**src/rtl/player_motion_ctrl_if.sv**
```systemverilog
// Collision lookup handshake between the motion controller (master)
// and the tile collision map (slave).
`timescale 1ns/1ps
interface player_motion_ctrl_if;
  logic        coll_req;
  logic [11:0] coll_addr;
  logic        coll_valid;
  logic        coll_data;

  modport master (output coll_req, output coll_addr,
                  input  coll_valid, input coll_data);
  modport slave  (input  coll_req, input coll_addr,
                  output coll_valid, output coll_data);
endinterface

```
**src/rtl/player_motion_ctrl.sv**
```systemverilog
// Tile-based player motion controller. A move request on a frame tick
// picks a neighbouring tile and the player slides there 1 px (walk) or
// 2 px (run) per frame tick, then snaps to the exact tile origin.
// Optional feature macro: COLLISION_EN -- when defined, each in-map step
// first queries the collision map (CHECK/WAIT); when undefined the lookup
// port is tied off and in-map steps start immediately.
`timescale 1ns/1ps
module player_motion_ctrl #(
  parameter int TILE_PX      = 16,
  parameter int MAP_W        = 64,
  parameter int MAP_H        = 64,
  parameter int START_TX     = 10,
  parameter int START_TY     = 12,
  parameter int COLL_TIMEOUT = 15
) (
  input  logic                   Clk,
  input  logic                   Reset,
  input  logic                   VGA_VS,
  input  logic [3:0]             state_num,
  input  logic                   charIsMoving,
  input  logic                   charIsRunning,
  input  logic [1:0]             direction,
  player_motion_ctrl_if.master   coll,
  output logic [9:0]             map_x,
  output logic [9:0]             map_y,
  output logic [1:0]             facing,
  output logic                   step_active,
  output logic                   bump
);

  localparam int          OFF_W   = $clog2(TILE_PX) + 1;
  localparam logic [10:0] MAP_W_L = 11'(MAP_W);
  localparam logic [10:0] MAP_H_L = 11'(MAP_H);

`ifdef COLLISION_EN
  localparam int TO_W = $clog2(COLL_TIMEOUT + 1);
  typedef enum logic [1:0] {IDLE, CHECK, WAIT, STEP} state_t;
  logic            coll_req_q;
  logic [11:0]     coll_addr_q;
  logic [TO_W-1:0] timer;
`else
  typedef enum logic {IDLE, STEP} state_t;
`endif

  state_t           state;
  logic             vs_s1, vs_s2, vs_q;
  logic             frame_tick;
  logic             in_game;
  logic [9:0]       tx, ty;
  logic [9:0]       dst_tx, dst_ty;
  logic [9:0]       tgt_tx, tgt_ty;
  logic [10:0]      tx_inc, ty_inc;
  logic             out_of_map;
  logic [1:0]       dir_q;
  logic             run_q;
  logic [OFF_W-1:0] offset;
  logic [OFF_W-1:0] new_off;
  logic [9:0]       step_px;

  function automatic logic [9:0] tile_px(input logic [9:0] t);
    return 10'(32'(t) * TILE_PX);
  endfunction

  assign frame_tick = vs_s2 & ~vs_q;
  assign in_game    = (state_num == 4'd3);
  assign tx_inc     = {1'b0, tx} + 11'd1;
  assign ty_inc     = {1'b0, ty} + 11'd1;
  assign step_px    = run_q ? 10'd2 : 10'd1;
  assign new_off    = offset + (run_q ? OFF_W'(2) : OFF_W'(1));

`ifdef COLLISION_EN
  assign coll.coll_req  = coll_req_q;
  assign coll.coll_addr = coll_addr_q;
`else
  logic coll_unused;
  assign coll.coll_req  = 1'b0;
  assign coll.coll_addr = '0;
  assign coll_unused    = coll.coll_valid ^ coll.coll_data;
`endif

  // Two-flop synchroniser for VGA_VS plus a delay flop for edge detection
  always_ff @(posedge Clk) begin
    if (!Reset) begin
      vs_s1 <= 1'b0;
      vs_s2 <= 1'b0;
      vs_q  <= 1'b0;
    end else begin
      vs_s1 <= VGA_VS;
      vs_s2 <= vs_s1;
      vs_q  <= vs_s2;
    end
  end

  // Neighbouring tile for the currently requested direction and map-edge test
  always_comb begin
    tgt_tx     = tx;
    tgt_ty     = ty;
    out_of_map = 1'b0;
    case (direction)
      2'd0: if (ty_inc >= MAP_H_L) out_of_map = 1'b1; else tgt_ty = ty_inc[9:0];
      2'd1: if (ty == '0)          out_of_map = 1'b1; else tgt_ty = ty - 10'd1;
      2'd2: if (tx == '0)          out_of_map = 1'b1; else tgt_tx = tx - 10'd1;
      default: if (tx_inc >= MAP_W_L) out_of_map = 1'b1; else tgt_tx = tx_inc[9:0];
    endcase
  end

  // Motion FSM: request capture, optional collision lookup, pixel stepping
  always_ff @(posedge Clk) begin
    if (!Reset) begin
      state       <= IDLE;
      tx          <= 10'(START_TX);
      ty          <= 10'(START_TY);
      dst_tx      <= 10'(START_TX);
      dst_ty      <= 10'(START_TY);
      map_x       <= 10'(START_TX * TILE_PX);
      map_y       <= 10'(START_TY * TILE_PX);
      facing      <= '0;
      dir_q       <= '0;
      run_q       <= 1'b0;
      step_active <= 1'b0;
      bump        <= 1'b0;
      offset      <= '0;
`ifdef COLLISION_EN
      coll_req_q  <= 1'b0;
      coll_addr_q <= '0;
      timer       <= '0;
`endif
    end else begin
      bump <= 1'b0;
      case (state)
        IDLE: begin
          if (frame_tick && in_game && charIsMoving) begin
            facing <= direction;
            dir_q  <= direction;
            run_q  <= charIsRunning;
            dst_tx <= tgt_tx;
            dst_ty <= tgt_ty;
            if (out_of_map) begin
              bump <= 1'b1;
            end else begin
              step_active <= 1'b1;
`ifdef COLLISION_EN
              coll_req_q  <= 1'b1;
              coll_addr_q <= 12'(32'(tgt_ty) * MAP_W + 32'(tgt_tx));
              state       <= CHECK;
`else
              offset      <= '0;
              state       <= STEP;
`endif
            end
          end
        end
`ifdef COLLISION_EN
        CHECK: begin
          // timer counts clocks since coll_req rose, so a timeout lands
          // exactly COLL_TIMEOUT clocks after the request
          coll_req_q <= 1'b0;
          timer      <= TO_W'(1);
          state      <= WAIT;
        end
        WAIT: begin
          if (coll.coll_valid) begin
            if (coll.coll_data) begin
              bump        <= 1'b1;
              step_active <= 1'b0;
              state       <= IDLE;
            end else begin
              offset <= '0;
              state  <= STEP;
            end
          end else if (timer >= TO_W'(COLL_TIMEOUT - 1)) begin
            bump        <= 1'b1;
            step_active <= 1'b0;
            state       <= IDLE;
          end else begin
            timer <= timer + TO_W'(1);
          end
        end
`endif
        STEP: begin
          if (frame_tick && in_game) begin
            if (new_off >= OFF_W'(TILE_PX)) begin
              tx          <= dst_tx;
              ty          <= dst_ty;
              map_x       <= tile_px(dst_tx);
              map_y       <= tile_px(dst_ty);
              offset      <= '0;
              step_active <= 1'b0;
              state       <= IDLE;
            end else begin
              offset <= new_off;
              case (dir_q)
                2'd0:    map_y <= map_y + step_px;
                2'd1:    map_y <= map_y - step_px;
                2'd2:    map_x <= map_x - step_px;
                default: map_x <= map_x + step_px;
              endcase
            end
          end
        end
        default: state <= IDLE;
      endcase
    end
  end

endmodule

```
**src/flat_wrapper.sv**
```systemverilog
// flat-port wrapper written by rule: the top's interface ports become plain ports
module player_motion_ctrl_flat 
#(
  parameter int TILE_PX      = 16,
  parameter int MAP_W        = 64,
  parameter int MAP_H        = 64,
  parameter int START_TX     = 10,
  parameter int START_TY     = 12,
  parameter int COLL_TIMEOUT = 15
)
  (Clk, Reset, VGA_VS, state_num, charIsMoving, charIsRunning, direction, map_x, map_y, facing, step_active, bump, coll_coll_req, coll_coll_addr, coll_coll_valid, coll_coll_data);
  player_motion_ctrl_if coll_i ();
  input  logic Clk;
  input  logic Reset;
  input  logic VGA_VS;
  input  logic [3:0] state_num;
  input  logic charIsMoving;
  input  logic charIsRunning;
  input  logic [1:0] direction;
  output logic [9:0] map_x;
  output logic [9:0] map_y;
  output logic [1:0] facing;
  output logic step_active;
  output logic bump;
  output wire logic [$bits(coll_i.coll_req)-1:0] coll_coll_req;
  output wire logic [$bits(coll_i.coll_addr)-1:0] coll_coll_addr;
  input wire logic [$bits(coll_i.coll_valid)-1:0] coll_coll_valid;
  input wire logic [$bits(coll_i.coll_data)-1:0] coll_coll_data;
  assign coll_coll_req = coll_i.coll_req;
  assign coll_coll_addr = coll_i.coll_addr;
  assign coll_i.coll_valid = coll_coll_valid;
  assign coll_i.coll_data = coll_coll_data;
  player_motion_ctrl #(.TILE_PX(TILE_PX), .MAP_W(MAP_W), .MAP_H(MAP_H), .START_TX(START_TX), .START_TY(START_TY), .COLL_TIMEOUT(COLL_TIMEOUT)) u_core (.Clk(Clk), .Reset(Reset), .VGA_VS(VGA_VS), .state_num(state_num), .charIsMoving(charIsMoving), .charIsRunning(charIsRunning), .direction(direction), .coll(coll_i), .map_x(map_x), .map_y(map_y), .facing(facing), .step_active(step_active), .bump(bump));
endmodule
```
**config.mk**
```make
export PLATFORM = sky130hd
export DESIGN_NAME = player_motion_ctrl_flat
export DESIGN_NICKNAME = d
export VERILOG_FILES = /design/src/rtl/player_motion_ctrl_if.sv /design/src/rtl/player_motion_ctrl.sv /design/src/flat_wrapper.sv
export SDC_FILE = /design/constraint.sdc
export NUM_CORES = 1
export LEC_CHECK = 0
export CAP_MARGIN = 10
export CORE_ASPECT_RATIO = 1.2
export CORE_MARGIN = 2
export CORE_UTILIZATION = 40
export DETAILED_ROUTE_END_ITERATION = 8
export GPL_ROUTABILITY_DRIVEN = 1
export PLACE_DENSITY = 0.72
export SLEW_MARGIN = 20
export SYNTH_ARGS = -nofsm -noshare
export SYNTH_HDL_FRONTEND = slang
export SYNTH_SLANG_ARGS = --single-unit
```
**constraint.sdc**
```tcl
create_clock -name Clk -period 6.85 [get_ports Clk]
set_input_delay 1.37 -clock Clk [delete_from_list [all_inputs] [get_ports Clk]]
set_output_delay 1.37 -clock Clk [all_outputs]
set_load 0.02 [all_outputs]
```
==> results by group, run 1 <==
Synth
  • Synth cell count leaders: nand2_1, dfxtp_1, a21oi_1
  • Xor/xnor share of the synthesized area: 0.0316
  • Syn Area/Cell: approximately 8 um2
  • Top post-synthesis cells by area: dfxtp_1, nand2_1, a21oi_1, ha_1, nor2_1
  • Main synth FF type: dfxtp_1
  • Area fraction of the dominant cell type after synthesis: 0.314
  • Seq/Total Area, Yosys: 0.314
  • Synth Area in Adders: 0.0764
  • Yosys cell types: 71
  • Cells after synthesis: slightly above 600
  • Synth Area in Simple Gates: 0.238
  • Ys async rst share: 0
  • Post-synthesis mux area share: 0.0194
  • EDFF count, synth: 0
  • Count leader, synth: nand2_1
  • Post-Syn Area: 4720 um2
  • Ys Warns: 0
  • Compound-Gate Fraction of Synth Area: 0.254
  • #FFs+latches synth: 74
  • Cell accounting for the most synthesized area: dfxtp_1
  • Largest family of logic cells by synthesized area: compound AO/OA/AOI/OAI gates

Timing
  • Setup tns final: 0 ns
  • Max Slew Vio Count: 0
  • Period utilisation layout: 0.576
  • # setup viols final: 0
  • RSZ-0062 raised after global routing: no
  • Min Tclk post-route: between 3 and 4 ns
  • Worst-Margin Slew: between 0.9 and 1 ns
  • Highest clock rate: between 200 and 300 MHz
  • Final Hold Viols: 0
  • Final Skew: ~0.0074 ns
  • Slew HR: 0.345

Cells and area
  • Layout Cells excl Fill: 780
  • Filler cells: approximately 1200
  • Nets: about 660
  • Layout area overhead: 14.6%
  • Number of diodes: 0
  • Share of layout cells above drive strength 1: 0.0578

Clocking
  • Clk sinks: 74
  • CTS Buf Count: 9
  • Hold_buf cts: 0
  • Worst-case clock buffer depth: 2
  • Worst-skew pair later-pin latency: between 0.3 and 0.4 ns
  • CTS tree: built
  • Postcts setup bufs: 0
  • H-tree lvl count: 3
  • Cts repair resizes: 0
  • Clock-pin slew on the worst setup and hold paths: ~0.060 ns
  • Root Driver: clkbuf_16

Global route
  • Met2 Use GR: 0.325
  • GRT overflow: 0
  • Largest net degree at the start of global routing: 46
  • Vias in the first global route: roughly 4200
  • Layer with the highest usage: met2
  • GR Util met3: 0.0328
  • Tot GR Track Use: 0.198
  • Initial antenna violation count: 0
  • First-pass GRT wire length: between 20000 and 25000 um
  • M1 GR Usage: 0.257

Floorplanning
  • Die ar.: 12700 um2
  • # IOs: 50
  • Die Ht: 123 um
  • Initial core utilization: 0.410
  • Total core area: roughly 12000 um2
  • # rows: between 40 and 50
  • Die width: 103 um

Job
  • Max-cap viol count: 0

Routing
  • Final wirelength: 11900 um
  • Violation count after the first detailed-route iteration: about 280
  • Drt first pass iters: 5
  • Post-route ant nets: 0
  • DRC errors left: 0
  • Avg WL per Cell: 15.3 um
  • Vias per cell: approximately 5.8
  • DR vias: around 4500

Setup path
  • CP max stage cell: a21oi_1
  • Crit path kind: in2reg
  • List of cells traversed by the critical path: clkdlybuf4s50_1 > nand4b_1 > or4b_1 > a21oi_1 > o211ai_1 > o21ai_1 > nor2_1
  • Worst-path maximum fanout: 17
  • Crit-path max cell delay: 0.87 ns
  • WP data required: 7.04 ns
  • Setup crit start kind: primary input
  • Critical Path AT: ~4.1 ns
  • Crit. End Element: flop

Placement
  • Port Buffers: 34
  • GPL Wtd Cong: between 0.8 and 0.9
  • Placed cell count: 764
  • DP HPWL: roughly 8100 um

Run status
  • Status: complete, no violations

Power
  • Static Leak: 1.97 nW
  • PwrDens: roughly 170 nW/um2
  • Peak VDD IR: ~0.11 mV

Worst hold path
  • Hold Path Class: reg2reg
[state kept, by name, indices dropped and copies added (netlist names), 2 cells and up]
register,count
u_core.facing,2
u_core.offset,5
u_core.dst_tx,10
u_core.dst_ty,10
u_core.tx,10
u_core.map_y,10
u_core.map_x,10
u_core.ty,10
[metrics by stage]
step | setup WS [ns] | hold WS (ns) | util | total power, mW | cell area, um2
floorplan | 3.93 | 0.412 | - | 0.473 | 4760
global placement | 2.66 | 0.414 | 0.444 | 0.479 | 5110
detailed placement | 2.63 | 0.424 | 0.444 | 0.480 | 5110
CTS | 2.98 | 0.438 | 0.470 | 0.952 | 5410
global route | 2.79 | 0.468 | 0.470 | 0.975 | 5410
finish | 2.91 | 0.435 | 0.470 | 0.945 | 5410
[power breakdown]
group	total [mW]	internal, mW	switching, mW
Combinational	0.0387	0.0121	0.0266
Clock	0.474	0.292	0.182
Sequential	0.432	0.432	0.000498
[per-layer routing]
layer | vias to the layer above | wire length [um]
li1 | 2198 | -
met1 | 2143 | 5200
met2 | 154 | 5920
met3 | 20 | 585
met4 | 0 | 237
met5 | - | 0
[worst paths after layout]
path | startpoint | endpoint | slack [ns] | cells past startpoint
worst max-delay path | state_num[1] | u_core.map_y[4] | 2.91 | 7
worst min-delay path | u_core.vs_s1 | u_core.vs_s2 | 0.43 | 1
worst max register to register | u_core.run_q | u_core.map_y[4] | 3.74 | 10
worst min register to register | u_core.vs_s1 | u_core.vs_s2 | 0.43 | 1
[layout make-up]
cell class | count | area [um2] | area share
clock buffers | 12 | 246 | 0.0456
clock inverters | 4 | 51.3 | 0.00949
inverters | 19 | 71.3 | 0.0132
multi-input cells | 476 | 2990 | 0.553
flip-flops and latches | 74 | 1480 | 0.274
well taps | 157 | 196 | 0.0363
repair buffers | 38 | 370 | 0.0685
[layout by cell type (no fill, tap or decap), drive strengths merged, types with 3 or more instances in the layout]
| cell type | Yosys | final |
|---|---|---|
| a211oi | 10 | 10 |
| a21o | 4 | 4 |
| a21oi | 61 | 61 |
| a311oi | 3 | 3 |
| a31oi | 11 | 11 |
| and2 | 5 | 5 |
| and3 | 7 | 7 |
| and4 | 3 | 3 |
| buf | 24 | 4 |
| clkbuf | 23 | 12 |
| clkdlybuf4s50 | 0 | 34 |
| conb | 1 | 13 |
| dfxtp | 74 | 74 |
| fa | 3 | 3 |
| ha | 24 | 24 |
| inv | 19 | 19 |
| mux2i | 8 | 8 |
| nand2 | 91 | 91 |
| nand2b | 6 | 6 |
| nand3 | 25 | 25 |
| nand4 | 7 | 7 |
| nor2 | 38 | 38 |
| nor2b | 7 | 7 |
| nor3 | 18 | 18 |
| nor4 | 3 | 3 |
| o2111ai | 3 | 3 |
| o211ai | 11 | 11 |
| o21a | 8 | 8 |
| o21ai | 34 | 34 |
| o221ai | 3 | 3 |
| o31a | 4 | 4 |
| o41ai | 3 | 3 |
| or3 | 8 | 8 |
| or4b | 3 | 3 |
| xnor2 | 8 | 8 |
| xor2 | 9 | 9 |
[logic make-up (layout without fill, tap and decap cells)]
group                      count (synthesis)  after routing
muxes                                      9              9
xor gates and xnor gates                  17             17
other                                      1             13
and+or+nand+nor                          230            230
DFF                                       74             74
buffers and inverters                     66             73
AOI/OAI and AO/OA                        180            180
adders and majority gates                 27             27
[critical path, delay by kind of cell]
kind,cells,cell delay (ns)
AOI/OAI and AO/OA,3,1.23
and+or+nand+nor,3,1.07
buffers and inverters,1,0.45
Power figures use the tool's default switching activity.
==> inputs of run 2 (changes only) <==
- PLACE_DENSITY: 0.72 -> 0.74
- clock period: 6.85 -> 3.4 ns (I/O delays scaled with it)
==> run 2 against run 1 <==
  * Clock power rose by 120%
  * Critical endpoint is now u_core.ty[6]
  * Wire length decreased by 1.5%
  * Clock skew hardly changed
  * Largest power group unchanged
==> results by group, run 2 (synthesis results as in run 1) <==
Run status
  • Status: complete, no violations

Placement
  • GPL Wtd Cong: around 0.92
  • Port Buffers: 34
  • Pre-CTS setup slack: between 0.3 and 0.4 ns
  • Placed Area: roughly 5200 um2
  • DP HPWL: ~8200 um

Timing
  • Final WS setup: 0.575 ns
  • Min Tclk post-route: approximately 2.8 ns
  • Max Slew Vio Count: 0
  • Final Skew: 0.00719 ns
  • # setup viols final: 0
  • Final Hold Viols: 0
  • Setup tns final: 0 ns
  • Period utilisation layout: 0.831
  • Highest clock rate: 354 MHz
  • Slew HR: 0.555
  • Hold Slack: roughly 0.44 ns
  • RSZ-0062 raised after global routing: no
  • Worst-Margin Slew: approximately 0.67 ns

Clocking
  • Root Driver: clkbuf_16
  • Clk sinks: 74
  • CTS tree: built
  • CTS Buf Count: 9
  • Clock-pin slew on the worst setup and hold paths: 0.06 ns
  • Hold_buf cts: 0
  • Worst-skew pair later-pin latency: between 0.3 and 0.4 ns
  • H-tree lvl count: 3
  • Worst-case clock buffer depth: 2
  • Postcts setup bufs: 0

Routing
  • DR vias: roughly 4500
  • Vias per cell: around 5.7
  • Violation count after the first detailed-route iteration: roughly 230
  • Drt first pass iters: 5
  • DRC errors left: 0
  • Avg WL per Cell: ~15 um
  • Post-route ant nets: 0
  • Final wirelength: between 10000 and 15000 um

Global route
  • GRT overflow: 0
  • Initial antenna violation count: 0
  • Vias in the first global route: 4173
  • Largest net degree at the start of global routing: 34
  • First-pass GRT wire length: just under 20000 um
  • Tot GR Track Use: 0.197

Cells and area
  • Commonest non-fill, non-tap cell in the layout: nand2_1
  • Nets: around 670
  • Number of diodes: 0
  • Filler cells: 1116
  • Layout area overhead: 16.5%
  • Share of layout cells above drive strength 1: 0.0698
  • Finished Cell Area: 5500 um2
  • Most frequent cells in the layout: nand2_1, dfxtp_1, a21oi_1
  • Core Util, Final: 0.477

Power
  • Static Leak: a little over 2 nW
  • PwrDens: 361 nW/um2
  • Peak VDD IR: between 0.2 and 0.25 mV

Floorplanning
  • Die ar.: around 13000 um2
  • Die width: 103 um
  • # rows: 43
  • Die Ht: about 120 um
  • Total core area: 11500 um2
  • Initial core utilization: 0.410
  • # IOs: 50

Setup path
  • Crit path kind: reg2reg
  • Critical Path AT: 3.02 ns
  • WP data required: between 3 and 4 ns
  • Setup crit start kind: flop
  • Worst-path maximum fanout: 21
  • Crit. End Element: flop

Job
  • Max-cap viol count: 0

Worst hold path
  • Hold Path Class: reg2reg
[run 2: changes by cell type in the layout (fill, tap and decap cells not counted)]
cell and delta:
xnor2_2 -1, nor2_2 -1, clkinvlp_4 -1, clkbuf_1 -2
clkinv_2 +1, xnor2_4 +1, nor2_1 +1, buf_4 +8
bufinv_16 +1
[run 2: what timing repair did]
action                                  in CTS  in global routing
endpoints found under the hold margin        0                  0
resized for setup                            0                  1
endpoints found under the setup margin       0                  2
[run 2: critical path: stages (launching register included)]
cell	delay, ns
dfxtp_1	0.37
inv_1	0.14
ha_1	0.21
fa_1	0.27
nand3_1	0.23
xnor2_4	0.60
nand2b_1	0.38
buf_4	0.31
nand2_1	0.09
a21oi_1	0.06
[run 2: power by group]
group | switching (mW) | internal (mW) | total [mW]
registers | 0.000984 | 0.869 | 0.870
logic | 0.0539 | 0.0267 | 0.0805
clock network | 0.374 | 0.657 | 1.03
total | 0.429 | 1.55 | 1.98
[run 2: final timing paths]
check,endpoint,slack (ns),from,cells past startpoint
min reg2reg,u_core.vs_s2,0.44,u_core.vs_s1,1
min,u_core.vs_s2,0.44,u_core.vs_s1,1
max,u_core.ty[6],0.57,u_core.run_q,9
max reg2reg,u_core.ty[6],0.57,u_core.run_q,9
[run 2: per-stage QoR]
step	total power [mW]	std cells
after global routing	2.05	787
final	1.98	787
after floorplan	0.952	616
after global placement	0.968	772
after CTS	2.00	787
after detailed placement	0.969	772
[run 2: cell type report]
type,instances,area (um2),area share
multi-input combinational,476,3000,0.546
inverter,19,71.3,0.0130
clock buffer,10,239,0.0435
tap,157,196,0.0357
sequential,74,1480,0.270
clock inverter,5,78.8,0.0143
timing repair buffer,46,430,0.0783
[run 2: layer usage]
layer  up-vias  share of wire  track usage
li1       2220              -            -
met1      2125           0.45        0.251
met2       113           0.48        0.316
met3        19          0.043       0.0407
met4         0          0.025       0.0929
met5         -              0            0
==> inputs of run 3 (changes only) <==
- clock period: 3.4 -> 2.4 ns (I/O delays scaled with it)
==> run 3 against run 2 <==
  * First-iteration DRC count is 34% higher
  * Clock skew is 0.0050 ns higher
  * Clock power is 36% higher
  * Sequential power is 41% higher
  * Clock-buffer cell count is 1 higher
  * Final cell count is 5.3% higher
  * Global-route usage is 1.1 points higher
  * Flip-flop and latch count stayed put
  * Sequential share of layout area is 1.9 points lower
  * Highest routed layer unchanged
  * Setup slack worse by 0.48 ns
  * Die area stayed put
  * Cell area is 7.8% higher
==> results by group, run 3 (synthesis results as in run 1) <==
Timing
  • Period utilisation layout: 0.959
  • # setup viols final: 0
  • Min Tclk post-route: 2.30 ns
  • RSZ-0062 raised after global routing: yes
  • Highest clock rate: between 400 and 500 MHz
  • Final WS setup: slightly below 0.1 ns
  • Final Skew: 0.0122 ns
  • Setup tns final: 0 ns
  • Max Slew Vio Count: 0
  • Hold Slack: about 0.43 ns
  • Final Hold Viols: 0

Clocking
  • H-tree lvl count: 3
  • Root Driver: clkbuf_16
  • Worst-case clock buffer depth: 2
  • Clk sinks: between 70 and 80
  • CTS tree: built
  • Hold_buf cts: 0
  • CTS Buf Count: 9
  • Clock-pin slew on the worst setup and hold paths: around 0.06 ns
  • Worst-skew pair later-pin latency: ~0.35 ns

Cells and area
  • Most frequent cells in the layout: nand2_1, dfxtp_1, a21oi_1
  • Seq. cell area: about 1500 um2
  • Core Util, Final: 0.514
  • Share of layout cells above drive strength 1: 0.162
  • Finished Cell Area: slightly below 6000 um2
  • Number of diodes: 0
  • Nets: just over 700
  • Commonest non-fill, non-tap cell in the layout: nand2_1
  • Layout area overhead: 25.5%
  • Footprint of the multi-input gates: 3090 um2
  • Filler cells: between 1000 and 1500
  • Layout Cells excl Fill: 829

Floorplanning
  • Total core area: about 12000 um2
  • Die ar.: 12700 um2
  • Die width: 103 um
  • Die Ht: between 100 and 150 um
  • # rows: 43
  • Initial core utilization: 0.410
  • # IOs: 50

Placement
  • Port Buffers: 34
  • Pre-CTS setup slack: -0.242 ns
  • DP HPWL: between 9000 and 10000 um
  • Placed cell count: about 810
  • GPL Wtd Cong: between 0.9 and 1
  • Placed Area: roughly 5500 um2

Worst hold path
  • Hold Path Class: reg2reg

Routing
  • Drt first pass iters: 5
  • Post-route ant nets: 0
  • Violation count after the first detailed-route iteration: approximately 300
  • Vias per cell: between 5 and 6
  • Final wirelength: 12800 um
  • DR vias: 4780
  • Avg WL per Cell: between 15 and 20 um
  • DRC errors left: 0

Setup path
  • WP data required: 2.67 ns
  • Crit. End Element: flop
  • Setup crit start kind: primary input
  • Crit path kind: in2reg
  • Worst-path maximum fanout: 15
  • Critical Path AT: ~2.6 ns

Global route
  • Largest net degree at the start of global routing: 29
  • Tot GR Track Use: 0.208
  • Initial antenna violation count: 0
  • First-pass GRT wire length: approximately 21000 um
  • GRT overflow: 0
  • Vias in the first global route: ~4500

Power
  • Tot Pwr: between 2 and 3 mW
  • Static Leak: 2.24 nW
  • PwrDens: approximately 470 nW/um2
  • Peak VDD IR: roughly 0.28 mV

Run status
  • Status: complete, no violations

Job
  • Max-cap viol count: 0
-- run 3: timing repair --
action                     in CTS  in global routing
setup buffers                   0                  1
pin swaps                       0                 13
setup endpoints to repair      26                 30
gates resized for setup         3                 31
-- run 3: critical path, stage by stage --
cell	delay (ns)
clkdlybuf4s50_1	0.45
nand4b_1	0.16
or4b_1	0.50
buf_4	0.21
nor2_4	0.10
nand2_1	0.09
a2111o_1	0.38
a31oi_1	0.18
-- run 3: area by class of cell --
type / count / area share
tap: 157 / 0.0332
clock inverter: 5 / 0.00887
sequential: 74 / 0.251
timing repair buffer: 87 / 0.129
inverter: 19 / 0.0125
multi-input combinational: 476 / 0.522
clock buffer: 11 / 0.0427
-- run 3: report_power, final --
group / switching [mW] / internal [mW]
sequential: 0.00133 / 1.23
clock: 0.541 / 0.856
combinational: 0.0806 / 0.0449
-- run 3: path summary, 6_finish.rpt --
check,startpoint,to,slack (ns),cells after the start
worst min-delay path,u_core.vs_s1,u_core.vs_s2,0.43,1
worst max-delay path,state_num[1],u_core.map_y[9],0.1,8
worst min register to register,u_core.vs_s1,u_core.vs_s2,0.43,1
worst max register to register,u_core.facing[1],u_core.map_y[7],0.12,10
-- run 3: per-layer routing --
layer | part of all wire | up-vias | track usage
met2 | 0.49 | 139 | 0.355
met3 | 0.044 | 35 | 0.0384
li1 | - | 2306 | -
met1 | 0.44 | 2300 | 0.250
met4 | 0.028 | 0 | 0.0987
met5 | 0 | - | 0
